[src/rtl/boot_loader_ctrl_pkg.sv]
// Shared SoC definitions for the serial boot loader: FSM encoding and frame constants.
package boot_loader_ctrl_pkg;

    typedef enum logic [2:0] {
        WAIT_SYNC = 3'd0,
        CNT_LO    = 3'd1,
        CNT_HI    = 3'd2,
        DATA      = 3'd3,
        CHECK     = 3'd4,
        RUN       = 3'd5,
        ERROR     = 3'd6
    } bl_state_e;

    localparam logic [7:0] BL_SYNC_BYTE_DEFAULT = 8'hA5;

    function automatic logic is_busy_state(input bl_state_e s);
        return (s inside {CNT_LO, CNT_HI, DATA, CHECK});
    endfunction

endpackage

[src/rtl/boot_loader_ctrl_timeout_counter.sv]
// Up-counting timeout: counts while load_i is high, flags expire_o on the cycle it sits at LIMIT.
module timeout_counter #(
    parameter int unsigned WIDTH = 32,
    parameter int unsigned LIMIT = 1
) (
    input  logic clk,
    input  logic reset,
    input  logic clear_i,
    input  logic load_i,
    output logic expire_o
);

    localparam logic [WIDTH-1:0] LIMIT_W = WIDTH'(LIMIT);

    logic [WIDTH-1:0] count_q;
    logic [WIDTH-1:0] count_d;

    // Next count: clear wins over advance.
    always_comb begin
        count_d = count_q;
        if (clear_i) begin
            count_d = '0;
        end else if (load_i) begin
            count_d = count_q + WIDTH'(1);
        end else begin
            count_d = count_q;
        end
    end

    // Count register.
    always_ff @(posedge clk) begin
        if (reset) begin
            count_q <= '0;
        end else begin
            count_q <= count_d;
        end
    end

    assign expire_o = load_i && !clear_i && (count_q == LIMIT_W);

endmodule

[src/rtl/boot_loader_ctrl.sv]
// Serial boot loader between the UART receiver and the instruction-memory write port.
// The SoC holds the CPU in reset with (system reset OR cpu_reset).
module boot_loader_ctrl
    import boot_loader_ctrl_pkg::*;
#(
    parameter int unsigned CLOCK_FREQ          = 27000000,
    parameter int unsigned MEMORY_SIZE         = 2048,
    parameter int unsigned BOOT_WINDOW_CYCLES  = 27000000,
    parameter int unsigned BYTE_TIMEOUT_CYCLES = 270000,
    parameter logic [7:0]  SYNC_BYTE           = BL_SYNC_BYTE_DEFAULT
) (
    input  logic        clk,
    input  logic        reset,
    input  logic [7:0]  rx_data,
    input  logic        rx_valid,
    output logic        mem_we,
    output logic [31:0] mem_addr,
    output logic [31:0] mem_wdata,
    input  logic        mem_ready,
    output logic        cpu_reset,
    output logic        busy,
    output logic        done,
    output logic        error
);

    // Timers are wide enough for either timeout or one second of cycles, whichever is larger.
    localparam int unsigned TMR_MAX = (BOOT_WINDOW_CYCLES > BYTE_TIMEOUT_CYCLES)
        ? ((BOOT_WINDOW_CYCLES > CLOCK_FREQ) ? BOOT_WINDOW_CYCLES : CLOCK_FREQ)
        : ((BYTE_TIMEOUT_CYCLES > CLOCK_FREQ) ? BYTE_TIMEOUT_CYCLES : CLOCK_FREQ);
    localparam int unsigned TMR_W     = $clog2(TMR_MAX + 1);
    localparam logic [16:0] MAX_WORDS = 17'(MEMORY_SIZE / 4);

    bl_state_e   state_q, state_d;
    logic        win_act_q, win_act_d;
    logic [7:0]  cnt_lo_q, cnt_lo_d;
    logic [15:0] count_q, count_d;
    logic [15:0] word_idx_q, word_idx_d;
    logic [1:0]  byte_idx_q, byte_idx_d;
    logic [23:0] asm_q, asm_d;
    logic [7:0]  csum_q, csum_d;
    logic [7:0]  chk_byte_q, chk_byte_d;
    logic        chk_got_q, chk_got_d;
    logic        wr_pend_q, wr_pend_d;
    logic [31:0] addr_q, addr_d;
    logic [31:0] wdata_q, wdata_d;
    logic        busy_q, done_q, error_q, cpu_reset_q;

    logic in_frame;
    logic pend_after;
    logic win_expire;
    logic byte_expire;

    assign in_frame   = is_busy_state(state_q);
    assign pend_after = wr_pend_q && !mem_ready;

    timeout_counter #(.WIDTH(TMR_W), .LIMIT(BOOT_WINDOW_CYCLES - 1)) u_boot_window (
        .clk      (clk),
        .reset    (reset),
        .clear_i  (!win_act_q),
        .load_i   (win_act_q && (state_q == WAIT_SYNC)),
        .expire_o (win_expire)
    );

    // Byte timer freezes once the checksum byte is held waiting for the last write.
    timeout_counter #(.WIDTH(TMR_W), .LIMIT(BYTE_TIMEOUT_CYCLES - 1)) u_byte_timeout (
        .clk      (clk),
        .reset    (reset),
        .clear_i  (rx_valid || !in_frame),
        .load_i   (in_frame && !rx_valid && !chk_got_q),
        .expire_o (byte_expire)
    );

    // Frame parser, write-holding register and checksum decision.
    always_comb begin
        state_d    = state_q;
        cnt_lo_d   = cnt_lo_q;
        count_d    = count_q;
        word_idx_d = word_idx_q;
        byte_idx_d = byte_idx_q;
        asm_d      = asm_q;
        csum_d     = csum_q;
        chk_byte_d = chk_byte_q;
        chk_got_d  = chk_got_q;
        addr_d     = addr_q;
        wdata_d    = wdata_q;
        wr_pend_d  = wr_pend_q && !mem_ready;

        case (state_q)
            WAIT_SYNC, ERROR: begin
                if (rx_valid && (rx_data == SYNC_BYTE)) begin
                    state_d    = CNT_LO;
                    csum_d     = 8'h00;
                    byte_idx_d = 2'd0;
                    word_idx_d = 16'd0;
                    chk_got_d  = 1'b0;
                end else if (rx_valid && (state_q == ERROR)) begin
                    state_d = WAIT_SYNC;
                end else if (win_expire) begin
                    state_d = RUN;
                end else begin
                    state_d = state_q;
                end
            end
            CNT_LO: begin
                if (rx_valid) begin
                    cnt_lo_d = rx_data;
                    state_d  = CNT_HI;
                end else if (byte_expire) begin
                    state_d = ERROR;
                end else begin
                    state_d = CNT_LO;
                end
            end
            CNT_HI: begin
                if (rx_valid) begin
                    count_d = {rx_data, cnt_lo_q};
                    if ({1'b0, rx_data, cnt_lo_q} > MAX_WORDS) begin
                        state_d = ERROR;
                    end else if ({rx_data, cnt_lo_q} == 16'd0) begin
                        state_d = CHECK;
                    end else begin
                        state_d = DATA;
                    end
                end else if (byte_expire) begin
                    state_d = ERROR;
                end else begin
                    state_d = CNT_HI;
                end
            end
            DATA: begin
                if (rx_valid) begin
                    csum_d     = csum_q ^ rx_data;
                    byte_idx_d = byte_idx_q + 2'd1;
                    if (byte_idx_q != 2'd3) begin
                        asm_d = {rx_data, asm_q[23:8]};
                    end else if (pend_after) begin
                        state_d = ERROR;
                    end else begin
                        addr_d     = {14'd0, word_idx_q, 2'b00};
                        wdata_d    = {rx_data, asm_q};
                        wr_pend_d  = 1'b1;
                        word_idx_d = word_idx_q + 16'd1;
                        state_d    = (word_idx_q == (count_q - 16'd1)) ? CHECK : DATA;
                    end
                end else if (byte_expire) begin
                    state_d = ERROR;
                end else begin
                    state_d = DATA;
                end
            end
            CHECK: begin
                if (chk_got_q) begin
                    if (!pend_after) begin
                        state_d = (chk_byte_q == csum_q) ? RUN : ERROR;
                    end else begin
                        state_d = CHECK;
                    end
                end else if (rx_valid) begin
                    if (pend_after) begin
                        chk_byte_d = rx_data;
                        chk_got_d  = 1'b1;
                    end else begin
                        state_d = (rx_data == csum_q) ? RUN : ERROR;
                    end
                end else if (byte_expire) begin
                    state_d = ERROR;
                end else begin
                    state_d = CHECK;
                end
            end
            RUN: begin
                state_d = RUN;
            end
            default: begin
                state_d = WAIT_SYNC;
            end
        endcase

        // An aborted or finished load never leaves a write in flight.
        if ((state_d == ERROR) || (state_d == RUN)) begin
            wr_pend_d = 1'b0;
        end else begin
            wr_pend_d = wr_pend_d;
        end
        win_act_d = win_act_q && (state_d == WAIT_SYNC);
    end

    // State, datapath and registered status outputs.
    always_ff @(posedge clk) begin
        if (reset) begin
            state_q     <= WAIT_SYNC;
            win_act_q   <= 1'b1;
            cnt_lo_q    <= 8'h00;
            count_q     <= 16'd0;
            word_idx_q  <= 16'd0;
            byte_idx_q  <= 2'd0;
            asm_q       <= 24'd0;
            csum_q      <= 8'h00;
            chk_byte_q  <= 8'h00;
            chk_got_q   <= 1'b0;
            wr_pend_q   <= 1'b0;
            addr_q      <= 32'd0;
            wdata_q     <= 32'd0;
            busy_q      <= 1'b0;
            done_q      <= 1'b0;
            error_q     <= 1'b0;
            cpu_reset_q <= 1'b1;
        end else begin
            state_q     <= state_d;
            win_act_q   <= win_act_d;
            cnt_lo_q    <= cnt_lo_d;
            count_q     <= count_d;
            word_idx_q  <= word_idx_d;
            byte_idx_q  <= byte_idx_d;
            asm_q       <= asm_d;
            csum_q      <= csum_d;
            chk_byte_q  <= chk_byte_d;
            chk_got_q   <= chk_got_d;
            wr_pend_q   <= wr_pend_d;
            addr_q      <= addr_d;
            wdata_q     <= wdata_d;
            busy_q      <= is_busy_state(state_d);
            done_q      <= (state_d == RUN);
            error_q     <= (state_d == ERROR);
            cpu_reset_q <= (state_d != RUN);
        end
    end

    assign mem_we    = wr_pend_q;
    assign mem_addr  = addr_q;
    assign mem_wdata = wdata_q;
    assign busy      = busy_q;
    assign done      = done_q;
    assign error     = error_q;
    assign cpu_reset = cpu_reset_q;

endmodule

[config.mk]
export PLATFORM = sky130hd
export DESIGN_NAME = boot_loader_ctrl
export DESIGN_NICKNAME = d
export VERILOG_FILES = /design/src/rtl/boot_loader_ctrl_pkg.sv /design/src/rtl/boot_loader_ctrl_timeout_counter.sv /design/src/rtl/boot_loader_ctrl.sv
export SDC_FILE = /design/constraint.sdc
export NUM_CORES = 1
export LEC_CHECK = 0
export ABC_AREA = 1
export CAP_MARGIN = 15
export CORE_UTILIZATION = 40
export DETAILED_ROUTE_END_ITERATION = 10
export PLACE_DENSITY = 0.57
export SLEW_MARGIN = 20
export SYNTH_ARGS = -nofsm -noshare
export SYNTH_HDL_FRONTEND = slang
export SYNTH_SLANG_ARGS = --single-unit
[constraint.sdc]
create_clock -name clk -period 4.7 [get_ports clk]
set_clock_uncertainty 0.2 [all_clocks]
set_input_delay 0.705 -clock clk [delete_from_list [all_inputs] [get_ports clk]]
set_output_delay 0.705 -clock clk [all_outputs]
set_load 0.01 [all_outputs]
==> out/qor.yml <==
power_and_ir_drop:
  vdd_drop_max_mv: 0.233
  power_density_nw_per_um2: 386
  leakagePower_nw: 4.23
global_route:
  grt_max_degree: 70
  grt_first_pass_wirelength_mm: 35.0
  track_usage: 0.197
  grt_pass1_vias: 6953
  grt_overflow: 0
  antenna_found_initial: 0
final_layout:
  final_layout_size_suffix_gt1_frac: 0.0484
  stdcell_area_sq_um: 10200
  num_antenna_cells: 0
  area_delta_synth_final_pct: 16.6
  nets: 1285
  fillers: 2108
worst_setup_path:
  critPathSlowestCell: "clkdlybuf4s50_1"
  end_kind: "flip-flop"
  crit_family: "simple AND/OR/NAND/NOR gates"
  crit_required_ns: 4.83
  crit_path_start_kind: "input pin"
  cp_max_fo: 6
  cp_num_buf_inv: 4
  crit_type: "in2reg"
  reg2regPathDepth: 8
  crit_chain: "clkdlybuf4s50_1, inv_1, nor3_1, nand4_1, nor2_1, nor2_2, inv_1, nand3_1, nor2_1, inv_1, nor3_2, nand3_1, o21ai_0, a21oi_1"
  path_depth: 14
  crit_top_cell: "inv_1"
  max_stage_delay_ns: 0.60
  cp.arrival_ns: 3.15
routing:
  drt_first_pass_iters: 5
  route.vias.total: 7588
  drt_iter0_drc: 481
  antenna_left: 0
  drc: 0
  wirelength_mm: 21.1
  viasPerCell: 4.88
  routedWlPerCell_um: 13.6
synth:
  synth_seq_cells: 190
  yosys_warnings: 0
  synthesis.area_sq_um: 8710
  synth_top_family_by_area: "simple AND/OR/NAND/NOR gates"
  ys_types: 36
  syn_inst: 1219
  syn_avg_cell_area_sq_um: 7.14
  synth_mux_area_frac: 0
  synthXorXnorAreaFrac: 0.0423
  synth_compound_area_frac: 0.164
  synthAdderAreaFrac: 0.00719
  ys_seq_area_frac: 0.437
  synth_simple_gate_area_frac: 0.255
cts:
  cts_inserted_buffers: 17
  cts_tree: "built"
  h-tree-depth: 4
  postCtsHoldBufs: 0
  post_cts_buffers: 0
  clock_latency_ns: 0.44
  cts_resized: 0
  cts_root_buf: "clkbuf_16"
  cts_buffer_depth: 2
  clk_pin_slew_ns: 0.08
  cts_sinks: 190
timing:
  fmax_mhz: 331
  hold_viol: 0
  setup_tns_ns: 0
  fin_crit_sh: 0.643
  tightest_slew_ns: 0.868
  relSlewSlack: 0.421
  finalSetupViolCount: 0
  finalMaxSlewViolations: 0
  min_period_ns: 3.02
  rsz0062_at_grt: "false"
status:
  status: "completed"
place:
  gp_congestion: 0.901
  post_dp_cell_area_sq_um: 9520
  io_buffers: 64
  dpl.hpwl_mm: 15.3
floorplanning:
  rows: 53
  dieArea_sq_um: 22400
  coreArea_sq_um: 21200
  io_pins: 81
  start_util: 0.412
  die_w_um: 150
  fp.dieH_um: 150
min_path:
  hold_path_class: "reg2reg"
  holdPathStages: 2
flow_run:
  maxCapViolations: 0
==> cells in the mapped netlist, drive strengths merged <==
cell,instances,area share
xnor2,14,0.014
conb,1,0.00043
nor3b,1,0.00086
nor3,49,0.034
o31ai,2,0.0017
o21ai,148,0.085
o211ai,1,0.00086
clkbuf,38,0.016
o211a,4,0.0046
xor2,28,0.028
dfxtp,190,0.44
ha,5,0.0072
nand3,45,0.026
nor4,7,0.0050
o21a,3,0.0026
nand3b,5,0.0043
inv,142,0.061
a221oi,1,0.0010
nor2,227,0.10
or2,1,0.00072
clkinv,3,0.0013
nand2,149,0.065
a31oi,4,0.0029
nand4,22,0.018
buf,18,0.015
a21oi,105,0.060
a211oi,6,0.0052
==> cells by family after synthesis <==
family          count (synthesis)
simple gates                  506
compound gates                274
buf+inv                       201
flops                         190
xor+xnor                       42
fa+ha+maj                       5
other cells                     1
==> power by group <==
part | total [W] | internal, W | leakage (nW) | switching, W
Clock | 0.00150 | 0.000740 | 0.300 | 0.000758
Sequential | 0.00170 | 0.00165 | 1.53 | 0.0000483
Combinational | 0.000716 | 0.000241 | 2.39 | 0.000475
Total | 0.00392 | 0.00263 | 4.23 | 0.00128
==> cell type report <==
type | instances | area [sq um] | share of cell area
multi-input cells | 843 | 4140 | 0.408
flip-flops and latches | 190 | 3800 | 0.375
repair buffers | 71 | 693 | 0.0683
inverters | 145 | 544 | 0.0536
clock buffers | 17 | 425 | 0.0419
well taps | 275 | 344 | 0.0339
clock inverters | 15 | 205 | 0.0202
==> placed cells by master, fill, tap and decap left out, drive strengths merged, types with 3 or more instances in the layout <==
cell	instances
a211oi	6
a21oi	105
a31oi	4
buf	7
clkbuf	17
clkdlybuf4s50	64
clkinv	9
conb	16
dfxtp	190
ha	5
inv	150
nand2	149
nand3	45
nand3b	5
nand4	22
nor2	227
nor3	49
nor4	7
o211a	4
o21a	3
o21ai	148
xnor2	14
xor2	28
==> metal layers <==
| metal | vias up | part of all wire | global-route usage |
|---|---|---|---|
| met2 | 115 | 0.45 | 0.307 |
| li1 | 4050 | - | - |
| met1 | 3410 | 0.51 | 0.278 |
| met3 | 13 | 0.034 | 0.0375 |
| met5 | - | 0 | 0 |
| met4 | 0 | 0.010 | 0.0510 |
==> flip-flops by register name, summed over array words and instances, names as in the netlist <==
register,flops
count_q,16
mem_addr,16
busy,1
byte_idx_q,2
state_q,3
cpu_reset,1
u_byte_timeout.count_q,25
cnt_lo_q,8
word_idx_q,16
mem_wdata,32
win_act_q,1
error,1
done,1
chk_byte_q,8
chk_got_q,1
u_boot_window.count_q,25
asm_q,24
csum_q,8
mem_we,1
==> final timing paths <==
kind	start	end	slack, ns
worst max-delay path	rx_data[7]	word_idx_q[8]$_SDFFE_PP0P_	1.68
worst min-delay path	u_byte_timeout.count_q[24]$_SDFFE_PP0P_	u_byte_timeout.count_q[24]$_SDFFE_PP0P_	0.27
worst max register to register	state_q[0]$_SDFF_PP0_	word_idx_q[0]$_SDFFE_PP0P_	1.73
worst min register to register	u_byte_timeout.count_q[24]$_SDFFE_PP0P_	u_byte_timeout.count_q[24]$_SDFFE_PP0P_	0.27
==> through the flow <==
stage | total power (W) | setup slack, ns | instances | hold slack, ns | util
after floorplan | 0.00229 | 2.23 | 1234 | 0.244 | -
after global placement | 0.00245 | 1.33 | 1524 | 0.264 | 0.450
after detailed placement | 0.00245 | 1.27 | 1524 | 0.265 | 0.450
after CTS | 0.00396 | 1.73 | 1556 | 0.277 | 0.480
after global routing | 0.00414 | 1.48 | 1556 | 0.304 | 0.480
final | 0.00392 | 1.68 | 1556 | 0.272 | 0.480
==> worst register-to-register path, cell delays in order, from the launching register on <==
cell and delay [ns]:
dfxtp_1 0.50, inv_2 0.10, nor3_4 0.45, nand2_4 0.12
nor3_4 0.22, buf_4 0.53, inv_2 0.41, nor2_1 0.22
o21a_1 0.16
Note: power is estimated with default switching activity, not from simulation.
